File: src/rtl/systolic_weight_load_ctrl_if.sv
// Weight-buffer stream into the load sequencer: one PE row of weights per beat.
// A beat transfers on a rising edge where i_W_Valid and o_W_Ready are both high; the master holds valid and data stable until then.
interface systolic_weight_load_ctrl_if #(
  parameter int PE_COL = 8,
  parameter int DATA_W = 8
);
  logic                     i_W_Valid;
  logic                     o_W_Ready;
  logic [PE_COL*DATA_W-1:0] i_W_Data;

  modport master (output i_W_Valid, output i_W_Data, input o_W_Ready);
  modport slave  (input i_W_Valid, input i_W_Data, output o_W_Ready);
endinterface

File: src/rtl/systolic_weight_load_ctrl.sv
// Weight-load sequencer: pulls rows from the weight buffer and drives the
// registered row-ID / column-enable / data stage in front of the PE array.
module systolic_weight_load_ctrl #(
  parameter int PE_ROW     = 8,
  parameter int PE_COL     = 8,
  parameter int BIT_ROW_ID = 3,
  parameter int DATA_W     = 8,
  parameter int DRAIN_CYC  = 1
) (
  input  logic                     CLK,
  input  logic                     RST,
  input  logic                     i_Start,
  input  logic [BIT_ROW_ID:0]      i_Num_Rows,
  input  logic [PE_COL-1:0]        i_Col_Mask,
  input  logic                     i_Abort,
  systolic_weight_load_ctrl_if.slave w_if,
  output logic [BIT_ROW_ID-1:0]    o_Systolic_En_ID,
  output logic [PE_COL-1:0]        o_Systolic_En_W,
  output logic [PE_COL*DATA_W-1:0] o_Systolic_W_Data,
  output logic                     o_Busy,
  output logic                     o_Done,
  output logic [1:0]               o_Dbg_State
);

  localparam int CW = BIT_ROW_ID + 1;
  localparam int DW = $clog2(DRAIN_CYC + 2);

  typedef enum logic [1:0] {S_IDLE, S_LOAD, S_DRAIN, S_DONE} state_t;

  state_t                   state_q, state_d;
  logic [CW-1:0]            row_cnt_q, row_cnt_d;
  logic [CW-1:0]            cnt_q, cnt_d;
  logic [PE_COL-1:0]        mask_q, mask_d;
  logic [DW-1:0]            drain_cnt_q, drain_cnt_d;
  logic [BIT_ROW_ID-1:0]    en_id_q, en_id_d;
  logic [PE_COL-1:0]        en_w_q, en_w_d;
  logic [PE_COL*DATA_W-1:0] w_data_q, w_data_d;

  logic          w_ready;
  logic          xfer;
  logic [CW-1:0] num_clamped;

  // Ready is the only combinational output so abort can block a beat in the same cycle.
  assign w_ready     = (state_q == S_LOAD) && !i_Abort;
  assign w_if.o_W_Ready = w_ready;
  assign xfer        = w_if.i_W_Valid && w_ready;
  assign num_clamped = (i_Num_Rows > CW'(PE_ROW)) ? CW'(PE_ROW) : i_Num_Rows;

  always_comb begin
    state_d     = state_q;
    row_cnt_d   = row_cnt_q;
    cnt_d       = cnt_q;
    mask_d      = mask_q;
    drain_cnt_d = drain_cnt_q;
    en_id_d     = en_id_q;
    en_w_d      = '0;
    w_data_d    = w_data_q;
    case (state_q)
      S_IDLE: begin
        if (i_Start && !i_Abort) begin
          mask_d      = i_Col_Mask;
          cnt_d       = num_clamped;
          row_cnt_d   = '0;
          drain_cnt_d = '0;
          state_d     = (num_clamped == '0) ? S_DONE : S_LOAD;
        end
      end
      S_LOAD: begin
        if (i_Abort) begin
          state_d = S_IDLE;
        end else if (xfer) begin
          en_id_d   = row_cnt_q[BIT_ROW_ID-1:0];
          en_w_d    = mask_q;
          w_data_d  = w_if.i_W_Data;
          row_cnt_d = row_cnt_q + CW'(1);
          if ((row_cnt_q + CW'(1)) == cnt_q) begin
            drain_cnt_d = '0;
            state_d     = S_DRAIN;
          end
        end
      end
      S_DRAIN: begin
        if (i_Abort) begin
          state_d = S_IDLE;
        end else if (drain_cnt_q == DW'(DRAIN_CYC)) begin
          state_d = S_DONE;
        end else begin
          drain_cnt_d = drain_cnt_q + DW'(1);
        end
      end
      default: state_d = S_IDLE;
    endcase
  end

  always_ff @(posedge CLK) begin
    if (!RST) begin
      state_q     <= S_IDLE;
      row_cnt_q   <= '0;
      cnt_q       <= '0;
      mask_q      <= '0;
      drain_cnt_q <= '0;
      en_id_q     <= '0;
      en_w_q      <= '0;
      w_data_q    <= '0;
    end else begin
      state_q     <= state_d;
      row_cnt_q   <= row_cnt_d;
      cnt_q       <= cnt_d;
      mask_q      <= mask_d;
      drain_cnt_q <= drain_cnt_d;
      en_id_q     <= en_id_d;
      en_w_q      <= en_w_d;
      w_data_q    <= w_data_d;
    end
  end

  assign o_Systolic_En_ID  = en_id_q;
  assign o_Systolic_En_W   = en_w_q;
  assign o_Systolic_W_Data = w_data_q;
  assign o_Busy            = (state_q != S_IDLE);
  assign o_Done            = (state_q == S_DONE);
  assign o_Dbg_State       = state_q;

endmodule

File: src/flat_wrapper.sv
// flat-port wrapper written by rule: the top's interface ports become plain ports
module systolic_weight_load_ctrl_flat 
#(
  parameter int PE_ROW     = 8,
  parameter int PE_COL     = 8,
  parameter int BIT_ROW_ID = 3,
  parameter int DATA_W     = 8,
  parameter int DRAIN_CYC  = 1
)
  (CLK, RST, i_Start, i_Num_Rows, i_Col_Mask, i_Abort, o_Systolic_En_ID, o_Systolic_En_W, o_Systolic_W_Data, o_Busy, o_Done, o_Dbg_State, w_if_i_W_Valid, w_if_i_W_Data, w_if_o_W_Ready);
  systolic_weight_load_ctrl_if #(.PE_COL(PE_COL), .DATA_W(DATA_W)) w_if_i ();
  input  logic CLK;
  input  logic RST;
  input  logic i_Start;
  input  logic [BIT_ROW_ID:0] i_Num_Rows;
  input  logic [PE_COL-1:0] i_Col_Mask;
  input  logic i_Abort;
  output logic [BIT_ROW_ID-1:0] o_Systolic_En_ID;
  output logic [PE_COL-1:0] o_Systolic_En_W;
  output logic [PE_COL*DATA_W-1:0] o_Systolic_W_Data;
  output logic o_Busy;
  output logic o_Done;
  output logic [1:0] o_Dbg_State;
  input wire logic [$bits(w_if_i.i_W_Valid)-1:0] w_if_i_W_Valid;
  input wire logic [$bits(w_if_i.i_W_Data)-1:0] w_if_i_W_Data;
  output wire logic [$bits(w_if_i.o_W_Ready)-1:0] w_if_o_W_Ready;
  assign w_if_i.i_W_Valid = w_if_i_W_Valid;
  assign w_if_i.i_W_Data = w_if_i_W_Data;
  assign w_if_o_W_Ready = w_if_i.o_W_Ready;
  systolic_weight_load_ctrl #(.PE_ROW(PE_ROW), .PE_COL(PE_COL), .BIT_ROW_ID(BIT_ROW_ID), .DATA_W(DATA_W), .DRAIN_CYC(DRAIN_CYC)) u_core (.CLK(CLK), .RST(RST), .i_Start(i_Start), .i_Num_Rows(i_Num_Rows), .i_Col_Mask(i_Col_Mask), .i_Abort(i_Abort), .w_if(w_if_i), .o_Systolic_En_ID(o_Systolic_En_ID), .o_Systolic_En_W(o_Systolic_En_W), .o_Systolic_W_Data(o_Systolic_W_Data), .o_Busy(o_Busy), .o_Done(o_Done), .o_Dbg_State(o_Dbg_State));
endmodule
File: config.mk
export PLATFORM = sky130hd
export DESIGN_NAME = systolic_weight_load_ctrl_flat
export DESIGN_NICKNAME = d
export VERILOG_FILES = /design/src/rtl/systolic_weight_load_ctrl_if.sv /design/src/rtl/systolic_weight_load_ctrl.sv /design/src/flat_wrapper.sv
export SDC_FILE = /design/constraint.sdc
export NUM_CORES = 1
export LEC_CHECK = 0
export CAP_MARGIN = 30
export CELL_PAD_IN_SITES_DETAIL_PLACEMENT = 1
export CELL_PAD_IN_SITES_GLOBAL_PLACEMENT = 1
export CORE_UTILIZATION = 32
export DETAILED_ROUTE_END_ITERATION = 8
export MAX_ROUTING_LAYER = met4
export PLACE_DENSITY_LB_ADDON = 0.1
export SKIP_CTS_REPAIR_TIMING = 1
export SYNTH_ARGS = -nofsm -noshare
export SYNTH_HDL_FRONTEND = slang
export SYNTH_SLANG_ARGS = --single-unit
File: constraint.sdc
create_clock -name CLK -period 3.41 [get_ports CLK]
set_input_delay 0.8525 -clock CLK [delete_from_list [all_inputs] [get_ports CLK]]
set_output_delay 0.8525 -clock CLK [all_outputs]
set_load 0.02 [all_outputs]
==> results_dict.tcl, run 1 <==
set metrics [dict create \
    outcome "complete, no violations" \
    cts_made_buffers 9 \
    detail_route.wl_per_cell_um 14.56 \
    synthDominantAreaCellType "sky130_fd_sc_hd__dfxtp_1" \
    first_pass_grt_wire_length_mm 16.59 \
    whs_ps 450.3 \
    antenna_cells 0 \
    worst_path_most_repeated_cell "sky130_fd_sc_hd__clkdlybuf4s50_1" \
    timing.max_cap.violations 0 \
    synth.net_count 512 \
    required_ps 2560 \
    globalRoute.totalOverflow 0 \
    final_hold_viol_count 0 \
    syn_avg_cell_area_um2 8.683 \
    gp_routability_congestion 0.7379 \
    finalCoreUtilization_pct 49.85 \
    synth_flop_cell "sky130_fd_sc_hd__dfxtp_1" \
    wirelength_mm 10.51 \
    worst-path-max-fanout 2 \
    design.core.area_um2 11370 \
    synth.lib_cells_used.distinct 39 \
    num_vias 3428 \
    port-buffer-count 160 \
    clock_sink_count 95 \
    seq_area_frac_synth_pct 51.06 \
    rows 39 \
    min_from "u_core.o_Systolic_W_Data[30]" \
    final_total_power_mw 2.296 \
    synthToLayoutAreaGrowth_pct 52.17 \
    ir_drop_mv 0.1778 \
    grt_start_max_net_pins 87 \
    via_count_of_the_first_global_routing_pass 3518 \
    detailedRoute.firstIterationViolations 150 \
    multiInputGateArea_um2 1668 \
    setup.worst_path.start "i_Abort" \
    synth_area_um2 3725 \
    floorplan.die.height_um 109.9 \
    worst-endpoint-arrival_ps 2010 \
    timing.slew.headroom_pct 46.57 \
    fin_crit_ps 2864 \
    detailed_place_hpwl_mm 7.244 \
    cts.reportedPaths.clkPinSlew_ps 60 \
    sequential_cell_area_um2 1902 \
    cts_max_path_buffers 2 \
    cts_tree "done" \
    timing.hold.worst.class "flop to flop" \
    worst_r2r_startpoint "u_core.o_Dbg_State[1]" \
    clkLatencyLatePin_ps 330 \
    crit_path_cell_trace "clkdlybuf4s50_1 > nor2_1 > clkdlybuf4s50_1" \
    critical_path_buf_inv_count 2 \
    postSynthCellCount 429 \
    groute.usage.overall_pct 18.68 \
    worstSetupEndpointType "output port" \
    grt_setup_unrepaired "no" \
    grt_antenna_before_repair 0 \
    critPathSlowestCell "sky130_fd_sc_hd__clkdlybuf4s50_1" \
    clockRootBuffer "sky130_fd_sc_hd__clkbuf_16" \
    dieWidth_um 109.9 \
    worstSetupStartpointType "primary input" \
    drt_first_pass_iters 4 \
    leakagePower_nw 1.944 \
    h_tree_levels 3 \
    tightest_slew_ps 798.0 \
    number_of_enable_type_register_cells_in_the_synthesized_netlist 0 \
    fin_tns_setup_ps 0 \
    synth.yosys.warnings 0 \
    flip_flop_and_latch_count_after_synthesis 95 \
    fmax_mhz 349.1 \
    fin_crit_sh_pct 84.00 \
    drc 0 \
    initial_utilization_pct 32.76 \
    route.detailed.vias_per_inst 4.748 \
    final_layout_size_suffix_gt1_share_pct 4.145 \
    power_density_nw_per_um2 405.2 \
    synthMostInstantiatedCell "sky130_fd_sc_hd__nand2_1" \
    timing.setup.critical_path_class "primary input to output port" \
    number_of_fill_cells_in_the_layout 1354 \
    timing.final.setup_violations 0 \
    timing.final.max_slew_violations 0 \
    netlist.area_leader.share_pct 51.06 \
    crit_family "buffers and inverters" \
    commonest_cells_in_the_netlist "159 x sky130_fd_sc_hd__nand2_1, 95 x sky130_fd_sc_hd__dfxtp_1, 57 x sky130_fd_sc_hd__a21boi_0" \
    ioPinCount 161 \
    ys_top_cells_by_area "sky130_fd_sc_hd__dfxtp_1 51%, sky130_fd_sc_hd__nand2_1 16%, sky130_fd_sc_hd__a21boi_0 11%" \
    layout.nets 659 \
    antenna_nets_post_route 0 \
    cp_slowest_stage_delay_ps 600 \
    ys_async_sr_fraction_pct 0 \
    fp.dieArea_um2 12080 \
    finalClockSkew_ps 3.635 \
]
## registers in the layout, indices dropped and copies added, names as in the netlist
signal                    count
u_core.o_Systolic_W_Data     64
u_core.o_Systolic_En_W        8
u_core.o_Systolic_En_ID       3
u_core.row_cnt_q              4
u_core.mask_q                 8
u_core.drain_cnt_q            2
u_core.cnt_q                  4
u_core.o_Dbg_State            2
## cells by family (layout without fill, tap and decap cells)
logic type      count (synthesis)  in the layout  share of synthesized area (%)
compound gates                 94             94                          18.78
simple gates                  200            200                          23.11
flops                          95             95                          51.06
buf+inv                        31            181                          4.300
mux                             2              2                         0.5375
fa+ha+maj                       2              2                         0.6717
xor+xnor                        5              5                          1.545
## worst min-delay path, delay by kind of cell, from the launching register on
family,cells,cell delay (ps)
AO/OA/AOI/OAI,1,50
flip-flops,1,310
AND/OR/NAND/NOR,1,50
## cell type report
type	instances	share of cell area (%)
Sequential cell	95	33.55
Multi-Input combinational cell	303	29.43
Timing Repair Buffer	165	29.05
Clock buffer	13	4.592
Inverter	2	0.1325
Tap cell	143	3.157
Clock inverter	1	0.08830
## final timing paths
path / to / slack, ps / depth (start not counted)
setup / recovery: w_if_o_W_Ready / 550 / 3
hold / removal: u_core.o_Systolic_W_Data[30] / 450 / 2
setup reg to reg: u_core.o_Systolic_W_Data[12] / 1390 / 5
hold reg to reg: u_core.o_Systolic_W_Data[30] / 450 / 2
## layout by cell type (no fill, tap or decap), types with 3 or more instances in the layout
master                            instances
sky130_fd_sc_hd__buf_4                    4
sky130_fd_sc_hd__o21ai_0                  4
sky130_fd_sc_hd__a21boi_1                25
sky130_fd_sc_hd__nand2b_1                 3
sky130_fd_sc_hd__nor2_1                   5
sky130_fd_sc_hd__a21boi_0                57
sky130_fd_sc_hd__and2_1                  10
sky130_fd_sc_hd__clkbuf_16                9
sky130_fd_sc_hd__dfxtp_1                 95
sky130_fd_sc_hd__nand2_1                159
sky130_fd_sc_hd__nor3_1                   3
sky130_fd_sc_hd__nand3b_1                 4
sky130_fd_sc_hd__nand3_1                  4
sky130_fd_sc_hd__clkdlybuf4s50_1        159
## through the flow
| step | setup slack [ps] | instance area, um^2 | std cells |
|---|---|---|---|
| after global routing | 486.7 | 5668 | 722 |
| after global placement | 559.7 | 5403 | 708 |
| after CTS | 544.0 | 5668 | 722 |
| after floorplan | 1248 | 3725 | 429 |
| after detailed placement | 553.3 | 5403 | 708 |
| final | 545.5 | 5668 | 722 |
## layer usage
metal / wire (um) / global-route usage (%) / up-vias
met2: 5212 / 31.52 / 90
met1: 4320 / 19.87 / 1642
met5: 0 / - / -
met4: 161 / 7.429 / 0
li1: - / - / 1685
met3: 818 / 6.698 / 11
## where the power goes
group          switching (mW)  internal, mW
registers              0.0122          1.13
clock network           0.397         0.526
logic                  0.0930         0.139
Power figures use the tool's default switching activity.
==> run 2: changes to the inputs <==
Settings changed: CORE_UTILIZATION 32 to 27.
Clock period 3.41 ns to 2.45 ns, I/O delays scaled along.
==> run 2 against run 1 <==
Net effect:
- via count decreased by 1.3%
- setup slack got worse by 460 ps
- sequential share of layout area decreased by 0.73 points
- critical path type unchanged
- critical endpoint unchanged
- non-clock buffer count is 4 higher
- global-route usage shrank 2.7 points
- count of clock-buffer cells in the layout fell by 1
==> results_dict.tcl, run 2 (synthesis gave the netlist of run 1 again) <==
set metrics [dict create \
    outcome "complete, no violations" \
    detailedRoute.firstIterationViolations 214 \
    antenna_nets_post_route 0 \
    gp_routability_congestion 0.7454 \
    route.detailed.vias_per_inst 4.447 \
    fin_crit_sh_pct 96.50 \
    worstSetupEndpointType "output port" \
    rrSetupSlack_ps 760 \
    most_frequent_cells_in_the_layout "159 x sky130_fd_sc_hd__nand2_1, 159 x sky130_fd_sc_hd__clkdlybuf4s50_1, 94 x sky130_fd_sc_hd__dfxtp_1" \
    cts_tree "done" \
    first_pass_grt_wire_length_mm 17.24 \
    layout.nets 663 \
    antenna_cells 0 \
    num_vias 3384 \
    grt_setup_unrepaired "no" \
    final_layout_size_suffix_gt1_share_pct 5.470 \
    final_total_power_mw 3.357 \
    worst_r2r_startpoint "u_core.o_Dbg_State[1]" \
    final_hold_viol_count 0 \
    dieWidth_um 119.5 \
    h_tree_levels 3 \
    rows 42 \
    globalRoute.totalOverflow 0 \
    ir_drop_mv 0.3460 \
    finalCoreUtilization_pct 43.44 \
    rr_worst_depth 6 \
    clkLatencyLatePin_ps 350 \
    wirelength_mm 10.50 \
    detail_route.wl_per_cell_um 13.80 \
    fp.dieArea_um2 14270 \
    synthToLayoutAreaGrowth_pct 55.66 \
    timing.final.setup_violations 0 \
    port-buffer-count 160 \
    clockRootBuffer "sky130_fd_sc_hd__clkbuf_16" \
    ioPinCount 161 \
    drc 0 \
    timing.slew.headroom_pct 71.17 \
    floorplan.die.height_um 119.5 \
    worst-path-max-fanout 2 \
    cts.reportedPaths.clkPinSlew_ps 60 \
    min_from "u_core.mask_q[4]" \
    groute.usage.overall_pct 16.02 \
    finalClockSkew_ps 5.024 \
    drt_first_pass_iters 4 \
    power_density_nw_per_um2 579.0 \
    max_reg_flops 64 \
    fin_crit_ps 2364 \
    leakagePower_nw 1.978 \
    cts_made_buffers 9 \
    grt_antenna_before_repair 0 \
    fin_tns_setup_ps 0 \
    via_count_of_the_first_global_routing_pass 3529 \
    required_ps 1840 \
    tightest_slew_ps 429.1 \
    clock_sink_count 95 \
    grt_start_max_net_pins 87 \
    worst-endpoint-arrival_ps 1750 \
    final-instance-count-excl-fill 761 \
    r2r-end "u_core.o_Systolic_W_Data[61]" \
    worstSetupStartpointType "primary input" \
    design.core.area_um2 13350 \
    timing.max_cap.violations 0 \
    detailed_place_hpwl_mm 7.270 \
    cts_max_path_buffers 2 \
    timing.setup.critical_path_class "primary input to output port" \
    fmax_mhz 422.9 \
    whs_endpoint "u_core.mask_q[4]" \
    min_path_cells 2 \
    initial_utilization_pct 27.91 \
    post-place-cells 745 \
    timing.final.max_slew_violations 0 \
    timing.hold.worst.class "flop to flop" \
]
-- run 2: cell types whose count changed in the layout (fill, tap and decap cells not counted), sizes merged --
cell / change
buf: +4
clkinvlp: +2
bufinv: +1
clkbuf: -1
-- run 2: how the worst max path moves through the flow --
stage / startpoint / to / slack, ps / cells past startpoint
finish: i_Abort / w_if_o_W_Ready / 90 / 3
global placement: i_Abort / w_if_o_W_Ready / 80 / 3
global route: i_Abort / w_if_o_W_Ready / 20 / 3
CTS: u_core.o_Dbg_State[0] / w_if_o_W_Ready / -30 / 3
floorplan: i_Abort / u_core.drain_cnt_q[1] / 730 / 5
detailed placement: i_Abort / w_if_o_W_Ready / 70 / 3
-- run 2: where the power goes --
group | internal, mW | leakage [nW] | total [mW] | switching [mW]
Combinational | 0.197 | 1.06 | 0.327 | 0.129
Sequential | 1.57 | 0.768 | 1.59 | 0.0159
Clock | 0.849 | 0.145 | 1.44 | 0.594
Total | 2.62 | 1.98 | 3.36 | 0.740
-- run 2: layout make-up --
| cell class | instances | area (um^2) |
|---|---|---|
| inverter | 2 | 7.507 |
| clock inverter | 4 | 53.80 |
| fill | 1589 | 7550 |
| sequential | 95 | 1903 |
| tap | 176 | 220.2 |
| multi-input combinational | 303 | 1668 |
| clock buffer | 12 | 256.5 |
| timing repair buffer | 169 | 1689 |
-- run 2: routing by layer --
metal,wire (um),global-route usage (%),up-vias
li1,-,-,1701
met1,4647,18.41,1581
met2,5068,25.98,89
met3,589,4.215,13
met4,195,7.500,0
met5,0,-,-
-- run 2: stage by stage --
stage	setup slack, ps	instance area (um^2)	hold WS [ps]
3_3_place_gp	76.14	5487	436.1
4_1_cts	-31.26	5797	451.5
6_report	85.63	5798	449.1
3_5_place_dp	74.39	5487	442.7
5_1_grt	22.70	5798	468.4
2_1_floorplan	729.1	3725	429.6
-- run 2: critical path, stage by stage --
cell	delay, ps
sky130_fd_sc_hd__clkdlybuf4s50_1	420
sky130_fd_sc_hd__nor2_1	110
sky130_fd_sc_hd__clkdlybuf4s50_1	600
